--- config.mk ---
export PLATFORM = sky130hd
export DESIGN_NAME = exec_mult_unit
export DESIGN_NICKNAME = d
export VERILOG_FILES = /design/src/rtl/cobalt_pkg.sv /design/src/rtl/mult_pipe_slot.sv /design/src/rtl/exec_mult_unit.sv
export SDC_FILE = /design/constraint.sdc
export NUM_CORES = 1
export LEC_CHECK = 0
export ABC_AREA = 1
export CAP_MARGIN = 40
export CELL_PAD_IN_SITES_DETAIL_PLACEMENT = 1
export CELL_PAD_IN_SITES_GLOBAL_PLACEMENT = 2
export CORE_AREA = 8 8 267 269
export CTS_BUF_LIST = sky130_fd_sc_hd__clkbuf_2 sky130_fd_sc_hd__clkbuf_4 sky130_fd_sc_hd__clkbuf_8
export DETAILED_ROUTE_END_ITERATION = 7
export DIE_AREA = 0 0 275 277
export PLACE_DENSITY_LB_ADDON = 0.1
export SYNTH_ARGS = -nofsm -noshare
export SYNTH_HDL_FRONTEND = slang
export SYNTH_SLANG_ARGS = --single-unit
--- constraint.sdc ---
create_clock -name clk -period 15.8 [get_ports clk]
set_input_delay 3.16 -clock clk [delete_from_list [all_inputs] [get_ports clk]]
set_output_delay 3.16 -clock clk [all_outputs]
set_load 0.01 [all_outputs]
--- src/rtl/cobalt_pkg.sv ---
// cobalt_pkg: shared tag/data widths and default multiplier latency
package cobalt_pkg;
    localparam int TAG_W        = 6;
    localparam int DATA_W       = 32;
    localparam int MULT_LATENCY = 4;
endpackage

--- src/rtl/mult_pipe_slot.sv ---
// mult_pipe_slot: one valid/tag/data pipeline register with load, hold and clear
module mult_pipe_slot
    import cobalt_pkg::*;
(
    input  logic              clk,
    input  logic              reset,
    input  logic              load,
    input  logic              clear,
    input  logic [TAG_W-1:0]  d_tag,
    input  logic [DATA_W-1:0] d_data,
    output logic              q_valid,
    output logic [TAG_W-1:0]  q_tag,
    output logic [DATA_W-1:0] q_data
);
    // load wins over clear so a slot can drain and refill in the same cycle
    always_ff @(posedge clk) begin
        if (reset) begin
            q_valid <= 1'b0;
            q_tag   <= '0;
            q_data  <= '0;
        end else if (load) begin
            q_valid <= 1'b1;
            q_tag   <= d_tag;
            q_data  <= d_data;
        end else if (clear) begin
            q_valid <= 1'b0;
        end
    end
endmodule

--- src/rtl/exec_mult_unit.sv ---
// exec_mult_unit: in-order bubble-collapsing multiply pipeline feeding the CDB
module exec_mult_unit
    import cobalt_pkg::*;
#(
    parameter int N_STAGES = MULT_LATENCY
)
(
    input  logic              clk,
    input  logic              reset,
    input  logic [TAG_W-1:0]  issuemult_rdtag,
    input  logic [DATA_W-1:0] issuemult_rsdata,
    input  logic [DATA_W-1:0] issuemult_rtdata,
    input  logic              issuemult_ready,
    output logic              issuemult_done,
    output logic              multcdb_req,
    output logic [TAG_W-1:0]  multcdb_tag,
    output logic [DATA_W-1:0] multcdb_data,
    input  logic              multcdb_grant
);
    logic [N_STAGES-1:0] vld, adv, load;
    logic [TAG_W-1:0]    tag_q  [N_STAGES];
    logic [DATA_W-1:0]   data_q [N_STAGES];
    logic [TAG_W-1:0]    in_tag [N_STAGES];
    logic [DATA_W-1:0]   in_data[N_STAGES];
    logic [DATA_W-1:0]   product;

    assign product        = issuemult_rsdata * issuemult_rtdata;
    assign issuemult_done = issuemult_ready & ~reset & (~vld[0] | adv[0]);
    assign multcdb_req    = vld[N_STAGES-1];
    assign multcdb_tag    = tag_q[N_STAGES-1];
    assign multcdb_data   = data_q[N_STAGES-1];

    // advance chain from the output slot backwards; a slot moves if the next one is empty or moving
    always_comb begin
        adv = '0;
        adv[N_STAGES-1] = vld[N_STAGES-1] & multcdb_grant;
        for (int i = N_STAGES - 2; i >= 0; i--)
            adv[i] = vld[i] & (~vld[i+1] | adv[i+1]);
    end

    // each slot loads from its predecessor when that one advances; S1 loads the finished product
    always_comb begin
        load       = '0;
        load[0]    = issuemult_done;
        in_tag[0]  = issuemult_rdtag;
        in_data[0] = product;
        for (int i = 1; i < N_STAGES; i++) begin
            load[i]    = adv[i-1];
            in_tag[i]  = tag_q[i-1];
            in_data[i] = data_q[i-1];
        end
    end

    genvar k;
    generate
        for (k = 0; k < N_STAGES; k++) begin : g_slot
            mult_pipe_slot u_slot (
                .clk     (clk),
                .reset   (reset),
                .load    (load[k]),
                .clear   (adv[k]),
                .d_tag   (in_tag[k]),
                .d_data  (in_data[k]),
                .q_valid (vld[k]),
                .q_tag   (tag_q[k]),
                .q_data  (data_q[k])
            );
        end
    endgenerate
endmodule

; ---- Yosys cells after proc, flatten, opt, wreduce, memory -nomap -nowiden
; Index checks and enable logic that the tools add are counted.
[op_classes]
mul = 1
n_reduce_logical = 4
muxes = 8
bitwise = 15
[ops]
columns = op, count
row1 = $mul 32x32->32, 1
row2 = $mux 1, 8
row3 = $reduce_bool 2->1, 4
row4 = $and 1x1->1, 6
row5 = $not 1->1, 5
row6 = $or 1x1->1, 4
[totals]
register_bits = 156
elab_cells = 40

; ---- Depth between registers and ports, before layout
; Gate-level depths: netlist (run 1).
[depth]
depth_word = 10
mapped_depth = 35

; ---- Cells and area by module
; From an unflattened synthesis (run 1), not the netlist that was laid out.
[unflattened]
hier_cells = 3017
hier_area_um2 = 22467.8
[by_module_without_submodules]
columns = mod, area_each_um2, cells_each, n_inst
row1 = exec_mult_unit, 17017.6, 2337, 1
row2 = mult_pipe_slot, 1362.6, 170, 4

; ---- Worst setup path before layout (run 1)
; Ideal clock, no wire load.
[synth_timing]
path_type = input to register
from = input port issuemult_rtdata[3]
to = register g_slot[0].u_slot.q_data[26]
setup_time_ns = 0.113
arrival_ns = 9.254
required_ns = 15.687
path_slack_ns = 6.433
path_stages = 26
cell_sequence = clkbuf_1 -> buf_1 -> nand2_1 -> inv_1 -> fa_1 -> inv_1 -> fa_1 -> fa_1 -> fa_1 -> inv_1 -> fa_1 -> inv_1 -> fa_1 -> inv_1 -> fa_1 -> fa_1 -> ha_1 -> nand2_2 -> nor4_4 -> nand4_1 -> nand3_1 -> a21o_2 -> a21oi_1 -> or2_0 -> nand3_1 -> nand2_1
[synth_via]
elab_chain_len = 1
[synth_rtl]
columns = element, line
row1 = from (decl), exec_mult_unit.sv:12  ; input logic [DATA_W-1:0] issuemult_rtdata,
row2 = $mul 32x32->32, exec_mult_unit.sv:27  ; assign product = issuemult_rsdata * issuemult_rtdata;
row3 = to (signal assigned), mult_pipe_slot.sv:24  ; q_data <= d_data;
row4 = to (decl), mult_pipe_slot.sv:13  ; output logic [DATA_W-1:0] q_data
; No other way between the ends.
; A chain may end at the register's enable or synchronous reset.

; ---- Final worst setup path (run 1)
[layout_timing]
from = input port issuemult_rsdata[17]
to = register g_slot[0].u_slot.q_data[26]
[layout_via]
elab_chain_len = 1
[layout_rtl]
columns = element, line
row1 = from (decl), exec_mult_unit.sv:11  ; input logic [DATA_W-1:0] issuemult_rsdata,
row2 = $mul 32x32->32, exec_mult_unit.sv:27
; No other way between the ends.

==> results of run 1 <==
flip-flops by register name (all words and copies together) (netlist names):
register               count
g_slot.u_slot.q_valid      4
g_slot.u_slot.q_tag       24
g_slot.u_slot.q_data     128
layer usage:
layer	part of all wire, %	vias to the layer above	wire, µm	global-route usage [%]
met5	0	-	0	0
met4	2.0	0	1423	4.223
met3	2.9	67	2128	2.020
met2	52	257	37790	36.34
met1	43	9094	31400	23.81
li1	-	8571	-	-
cell type report:
class                           count  area, µm²  area share (%)
Inverter                          812       3049           12.37
Multi-Input combinational cell   1870      15450           62.66
Clock buffer                       17      234.0          0.9490
Clock inverter                     15      188.9          0.7663
Tap cell                          873       1092           4.431
Timing Repair Buffer              158       1516           6.151
Antenna cell                        1      2.502         0.01015
Sequential cell                   156       3123           12.67
worst min-delay path: stages (launching register included):
cell and delay (ns):
dfxtp_1 0.30, inv_1 0.07, a21oi_1 0.06
per-stage QoR:
stage,instance area (µm²),util (%),std cells,hold slack (ns),setup slack [ns]
3_3_place_gp,24120,36.11,3862,0.4521,5.265
5_1_grt,24650,36.91,3902,0.4869,5.490
2_1_floorplan,22490,-,3020,0.4295,6.433
6_report,24650,36.91,3902,0.4670,5.811
3_5_place_dp,24230,36.27,3869,0.4607,5.219
4_1_cts,24650,36.90,3901,0.4729,5.729
worst paths after layout:
check | from | slack [ns] | to | cells past startpoint
min reg2reg | g_slot[0].u_slot.q_data[2] | 0.47 | g_slot[1].u_slot.q_data[2] | 2
min | g_slot[0].u_slot.q_data[2] | 0.47 | g_slot[1].u_slot.q_data[2] | 2
max | issuemult_rsdata[17] | 5.81 | g_slot[0].u_slot.q_data[26] | 23
max reg2reg | g_slot[3].u_slot.q_valid | 12.96 | g_slot[0].u_slot.q_data[15] | 12
cells in the final DEF, fill, tap and decap left out, types with 9 or more instances in the layout:
master	n
inv_1	801
nand3_1	74
fa_1	408
o21ai_0	157
nand2_1	696
a21oi_1	52
ha_1	123
nor2_1	270
clkbuf_8	17
dfxtp_1	156
buf_4	38
xor2_1	15
clkdlybuf4s50_1	112
nand2_2	9
xnor2_1	12
cells by family (layout without fill, tap and decap cells):
kind of cell	after synthesis	count (layout)	share of synthesized area [%]
AO/OA/AOI/OAI	240	240	5.703
XOR/XNOR	27	27	1.052
adder cells (fa/ha/maj)	531	531	43.17
buffers and inverters	994	1002	17.43
flip-flops	156	156	13.89
other	0	1	0
AND/OR/NAND/NOR	1072	1072	18.76
==> flow_summary.ini, run 1 <==
[cts]
clkLatencyLatePin_ns = 0.47
cts_setup_buffers = 0
root_buffer = clkbuf_8
htreeDepth = 4
cts_tree = yes
clkSlewWorstSetupHoldPaths_ns = 0.09
clk_path_buf_depth = 2
cts-resized-gates = 0
numCtsBuffers = 17
cts_hold_buffers = 0
clkSinkCount = 156

[timing]
finalHoldViolCount = 0
fin_setup_tns_ns = 0
min_period_over_period_pct = 63.22
period_needed_ns = 9.989
fmax_mhz = 100.1
drv_slew = 0
finalClockSkew_ns = 0.01570
rsz0062_at_grt = false
slew_headroom_pct = 44.29
setup_viol = 0
tightest_slew_ns = 0.8356

[floorplan]
die-width_um = 275
start_util_pct = 33.66
coreArea_mm2 = 0.06680
die_height_um = 277
pin_count = 114
num_rows = 95
dieArea_mm2 = 0.07618

[global_routing]
grt_pass1_wl_um = 115500
grt.total_usage_pct = 19.48
antenna_found_initial = 1
grt_start_max_net_pins = 93
grt_pass1_vias = 20621
gr-total-overflow = 0

[placed_design]
hpwlAfterDp_um = 57890
portBuffers = 113
globalplace.congestion = 0.8221

[detailed_routing]
vias_per_cell = 4.610
wl_per_cell_um = 18.64
first_pass_iters = 5
drt_iter0_drc = 759
num_vias = 17989
drt_wl_total_um = 72740
drc = 0
postRouteAntennaNets = 0

[flow_run]
drv_cap = 0

[setup_path]
path_cells = clkdlybuf4s50_1, nand2_1, inv_1, fa_1, inv_1, fa_1, fa_1, fa_1, inv_1, fa_1, fa_1, fa_1, fa_1, ha_1, a21oi_1, o21ai_0, a21oi_1, nand3_1, a21o_2, a21oi_1, or2_0, nand3_1, nand2_1
cp_common_cell = fa_1
critPathBufInv = 4
cp_slowest_cell = clkdlybuf4s50_1
crit_arrival_ns = 10.40
cp_top_family = adder cells
worstSetupPathType = input pin to flop
cp-start-kind = input pin
endpoint_kind = flop
slowest_delay_ns = 0.83
crit_required_ns = 16.21
crit_fanout = 16

[outcome]
status = finished, final reports clean

[yosys]
synth_edf_count = 0
synth.distinct_cells = 44
synth-seq-cells = 156
yosysMostFrequentCell = inv_1
synthesis.nets = 3625
synthCells = 3020
synth_top_area_cell = fa_1
seq_area_frac_synth_pct = 13.89
synth.area.top_cells = fa_1 36%, dfxtp_1 14%, inv_1 13%, nand2_1 12%, ha_1 6.8%
syn_area_mm2 = 0.02249
avgSynthCellArea_um2 = 7.446
synth.top_cell.area_share_pct = 36.32
synth_ff_type = dfxtp_1
synth_top_cells_by_count = 802 x inv_1, 696 x nand2_1, 408 x fa_1
synthArstFlopShare_pct = 0
synth-warning-count = 0

[finish]
num-fill-cells = 8233
final_nets = 3620
layout-drive-gt1-share_pct = 3.600
syn2layout_area_growth_pct = 9.637

[min_path]
hold_class = flop to flop
Power of run 1 is left out: the tool's default activity adds up to more than one toggle a clock period on the data nets, which glitch-free logic cannot reach.
==> inputs of run 2 (changes only) <==
Clock period 15.8 ns to 9.8 ns, I/O delays scaled along.
==> run 2 against run 1 <==
Against the previous run:
- register-to-register slack worse by 6.1 ns
- die area stayed put
- clock skew is 0.0052 ns lower
- wire length is 0.85% lower
- setup slack worse by 4.8 ns
- final cell count is 0.92% higher
- cell area is 1.2% higher
- utilization is 0.43 points higher
==> flow_summary.ini, run 2 (synthesis gave the netlist of run 1 again) <==
[floorplan]
num_rows = 95
start_util_pct = 33.66
dieArea_mm2 = 0.07618
die-width_um = 275
die_height_um = 277
coreArea_mm2 = 0.06680
pin_count = 114

[setup_path]
crit_end = g_slot[0].u_slot.q_data[29]
ff2ff_path_depth = 12
rrSetupSlack_ns = 6.82
cp-start-kind = input pin
crit_fanout = 14
r2r_start = g_slot[3].u_slot.q_valid
endpoint_kind = flop
crit_required_ns = 10.20
startpoint = issuemult_rtdata[9]
r2r-end = g_slot[0].u_slot.q_data[15]
crit_arrival_ns = 9.23
worstSetupPathType = input pin to flop

[timing]
tightest_slew_ns = 0.8957
fmax_mhz = 113.3
setup_viol = 0
period_needed_ns = 8.823
finalHoldViolCount = 0
drv_slew = 0
slew_headroom_pct = 40.10
rsz0062_at_grt = false
fin_setup_tns_ns = 0
finalClockSkew_ns = 0.01050
min_period_over_period_pct = 90.03

[detailed_routing]
vias_per_cell = 4.608
first_pass_iters = 5
postRouteAntennaNets = 0
drt_iter0_drc = 730
wl_per_cell_um = 18.31
drc = 0
drt_wl_total_um = 72120
num_vias = 18146

[finish]
layout-drive-gt1-share_pct = 4.700
final_common_cell = inv_1
num-fill-cells = 8199
largest_register_ffs = 128
regMostFlops = g_slot.u_slot.q_data
reg_top3 = g_slot.u_slot.q_data (128), g_slot.u_slot.q_tag (24), g_slot.u_slot.q_valid (4)
final_nets = 3657
layout_common_cells = 801 x inv_1, 696 x nand2_1, 408 x fa_1
syn2layout_area_growth_pct = 10.92

[cts]
cts_hold_buffers = 0
clkSinkCount = 156
cts_setup_buffers = 0
cts_tree = yes
root_buffer = clkbuf_8
clkLatencyLatePin_ns = 0.45
clk_path_buf_depth = 2
numCtsBuffers = 17
htreeDepth = 4
cts-resized-gates = 0
clkSlewWorstSetupHoldPaths_ns = 0.09

[global_routing]
gr-total-overflow = 0
grt_start_max_net_pins = 85
grt_pass1_vias = 20546
grt.total_usage_pct = 19.32
grt_pass1_wl_um = 114700
antenna_found_initial = 1

[min_path]
hold_class = flop to flop

[placed_design]
hpwlAfterDp_um = 60750
portBuffers = 113
globalplace.congestion = 0.8249

[flow_run]
drv_cap = 0

[outcome]
status = finished, final reports clean
-- run 2: cell count changes in the layout (fill, tap and decap cells not counted), sizes merged --
cell           delta
clkinv            -2
clkbuf            +5
bufinv            -1
clkdlybuf4s50     +1
inv               -2
clkinvlp          -1
buf              +36
-- run 2: worst min-delay path by stage --
stage	start	endpoint	depth (start not counted)
after floorplan	g_slot[0].u_slot.q_data[0]	g_slot[1].u_slot.q_data[0]	2
after global placement	g_slot[0].u_slot.q_tag[3]	g_slot[1].u_slot.q_tag[3]	2
after detailed placement	g_slot[0].u_slot.q_data[0]	g_slot[1].u_slot.q_data[0]	2
after CTS	g_slot[0].u_slot.q_tag[3]	g_slot[1].u_slot.q_tag[3]	2
after global routing	g_slot[0].u_slot.q_data[11]	g_slot[1].u_slot.q_data[11]	2
final	g_slot[0].u_slot.q_tag[3]	g_slot[1].u_slot.q_tag[3]	2
-- run 2: cell type report --
type / count / area (µm²) / share of cell area [%]
Clock buffer: 22 / 290.3 / 1.164
Timing Repair Buffer: 195 / 1827 / 7.324
Tap cell: 873 / 1092 / 4.379
Sequential cell: 156 / 3123 / 12.52
Clock inverter: 9 / 111.4 / 0.4465
Multi-Input combinational cell: 1870 / 15450 / 61.93
Inverter: 812 / 3049 / 12.22
Antenna cell: 1 / 2.502 / 0.01003
-- run 2: layer usage --
layer,vias up,GRT usage [%],wire length [µm]
met2,227,35.69,37090
met4,0,5.133,1773
li1,8652,-,-
met3,64,1.744,1857
met1,9203,23.68,31400
met5,-,0,0
-- run 2: critical path, stage by stage --
cell and delay [ns]:
clkdlybuf4s50_1 0.90, buf_4 0.36, nand2_1 0.11, fa_1 0.40, inv_1 0.07, fa_1 0.45, fa_1 0.51, inv_1 0.05
fa_1 0.47, inv_1 0.05, fa_1 0.48, fa_1 0.57, fa_1 0.43, fa_1 0.46, ha_1 0.41, nand2_1 0.12
nor2_1 0.15, inv_1 0.05, nor3_1 0.25, o21ai_1 0.14, nand3_1 0.23, a21o_1 0.17, a21oi_1 0.06, o21ai_1 0.14
o211ai_1 0.11, inv_1 0.08
-- run 2: stage by stage --
step	utilization [%]	worst slack [ns]	std cells	hold WS [ns]	area [µm²]
floorplan	-	1.633	3020	0.4295	22490
global placement	36.64	0.4593	3902	0.4460	24480
detailed placement	36.73	0.4191	3906	0.4504	24540
CTS	37.33	0.9121	3937	0.4676	24940
global route	37.34	0.5946	3938	0.4959	24940
finish	37.34	0.9771	3938	0.4666	24940
Power of run 2 is left out for the same reason.
==> inputs of run 3 (changes only) <==
Settings changed: CORE_AREA 8 8 267 269 to 8 8 253 255, DIE_AREA 0 0 275 277 to 0 0 261 263.
==> run 3 against run 2 <==
Against the previous run:
- clock-buffer cell count shrank 4
- first-iteration DRC count decreased by 11%
- fmax up 0.95%
- global-route usage is 1.4 points higher
- final cell count shrank 2.4%
- sequential cell count stayed put
- cell area decreased by 0.70%
- highest routed layer unchanged
==> flow_summary.ini, run 3 (synthesis gave the netlist of run 1 again) <==
[detailed_routing]
postRouteAntennaNets = 0
num_vias = 18116
wl_per_cell_um = 18.06
vias_per_cell = 4.714
drt_iter0_drc = 652
drc = 0
first_pass_iters = 5
drt_wl_total_um = 69390

[timing]
slew_headroom_pct = 39.08
fmax_mhz = 114.4
min_period_over_period_pct = 89.19
hold_slack_ns = 0.4627
setup_viol = 0
tightest_slew_ns = 0.9110
period_needed_ns = 8.740
finalHoldViolCount = 0
drv_slew = 0
finalClockSkew_ns = 0.01575
fin_setup_tns_ns = 0
rsz0062_at_grt = false

[setup_path]
crit_arrival_ns = 9.09
r2r-end = g_slot[0].u_slot.q_data[15]
cp-start-kind = input pin
crit_required_ns = 10.15
endpoint_kind = flop
worstSetupPathType = input pin to flop
r2r_start = g_slot[3].u_slot.q_valid
crit_fanout = 13
ff2ff_path_depth = 12
rrSetupSlack_ns = 6.90

[cts]
cts_hold_buffers = 0
htreeDepth = 4
clkLatencyLatePin_ns = 0.45
cts-resized-gates = 0
cts_setup_buffers = 0
clkSlewWorstSetupHoldPaths_ns = 0.10
clkSinkCount = 156
numCtsBuffers = 17
clk_path_buf_depth = 2
cts_tree = yes
root_buffer = clkbuf_8

[global_routing]
gr-total-overflow = 0
antenna_found_initial = 1
grt_pass1_vias = 20708
grt.total_usage_pct = 20.76
grt_start_max_net_pins = 64
grt_pass1_wl_um = 111900

[floorplan]
start_util_pct = 37.54
die-width_um = 261
die_height_um = 263
coreArea_mm2 = 0.05991
pin_count = 114
dieArea_mm2 = 0.06864
num_rows = 90

[outcome]
status = finished, final reports clean

[finish]
regMostFlops = g_slot.u_slot.q_data
layout-drive-gt1-share_pct = 4.575
syn2layout_area_growth_pct = 10.15
largest_register_ffs = 128
reg_top3 = g_slot.u_slot.q_data (128), g_slot.u_slot.q_tag (24), g_slot.u_slot.q_valid (4)
final_common_cell = inv_1
layout_common_cells = 801 x inv_1, 696 x nand2_1, 408 x fa_1
final_nets = 3652

[min_path]
hold_depth = 2
hold_end = g_slot[1].u_slot.q_data[5]
hold_class = flop to flop
min_from = g_slot[0].u_slot.q_data[5]

[flow_run]
drv_cap = 0

[placed_design]
portBuffers = 113
globalplace.congestion = 0.8824
hpwlAfterDp_um = 58820
-- run 3: area by class of cell --
class	instances	area [µm²]
diodes	1	2.502
clock buffers	18	241.5
clock inverters	14	197.7
fillers	7481	35140
inverters	812	3049
multi-input cells	1870	15450
flip-flops and latches	156	3123
well taps	782	978.4
repair buffers	190	1729
-- run 3: how the worst max path moves through the flow --
stage	start	end	slack [ns]
global placement	issuemult_rsdata[9]	g_slot[0].u_slot.q_data[31]	0.54
finish	issuemult_rsdata[13]	g_slot[0].u_slot.q_data[29]	1.06
CTS	issuemult_rsdata[13]	g_slot[0].u_slot.q_data[31]	1.02
global route	issuemult_rtdata[7]	g_slot[0].u_slot.q_data[29]	0.74
floorplan	issuemult_rtdata[3]	g_slot[0].u_slot.q_data[26]	1.63
detailed placement	issuemult_rsdata[13]	g_slot[0].u_slot.q_data[31]	0.51
-- run 3: per-layer routing --
metal	GRT usage, %	up-vias	part of all wire (%)
met2	38.79	225	52
met5	0	-	0
li1	-	8634	-
met4	6.211	0	2.9
met3	2.219	81	2.6
met1	24.66	9176	42
-- run 3: worst max-delay path, stage by stage --
cell	delay, ns
clkdlybuf4s50_1	0.98
buf_4	0.23
nand2_1	0.09
fa_1	0.61
fa_1	0.45
fa_1	0.55
inv_1	0.05
fa_1	0.50
inv_1	0.06
fa_1	0.53
inv_1	0.05
fa_1	0.45
fa_1	0.51
fa_1	0.42
ha_1	0.37
a21oi_1	0.24
o21bai_1	0.09
a21oi_1	0.13
nand3_1	0.21
a21o_1	0.23
a21oi_1	0.12
o21ai_1	0.09
o211ai_1	0.09
inv_1	0.05
-- run 3: per-stage QoR --
stage,cell area (µm²),instances,util [%],setup WS [ns]
after global routing,24770,3843,41.35,0.7356
after detailed placement,24330,3810,40.61,0.5107
after CTS,24770,3842,41.34,1.015
after global placement,24290,3808,40.55,0.5362
final,24770,3843,41.35,1.060
after floorplan,22490,3020,-,1.633
Power of run 3 is left out for the same reason.
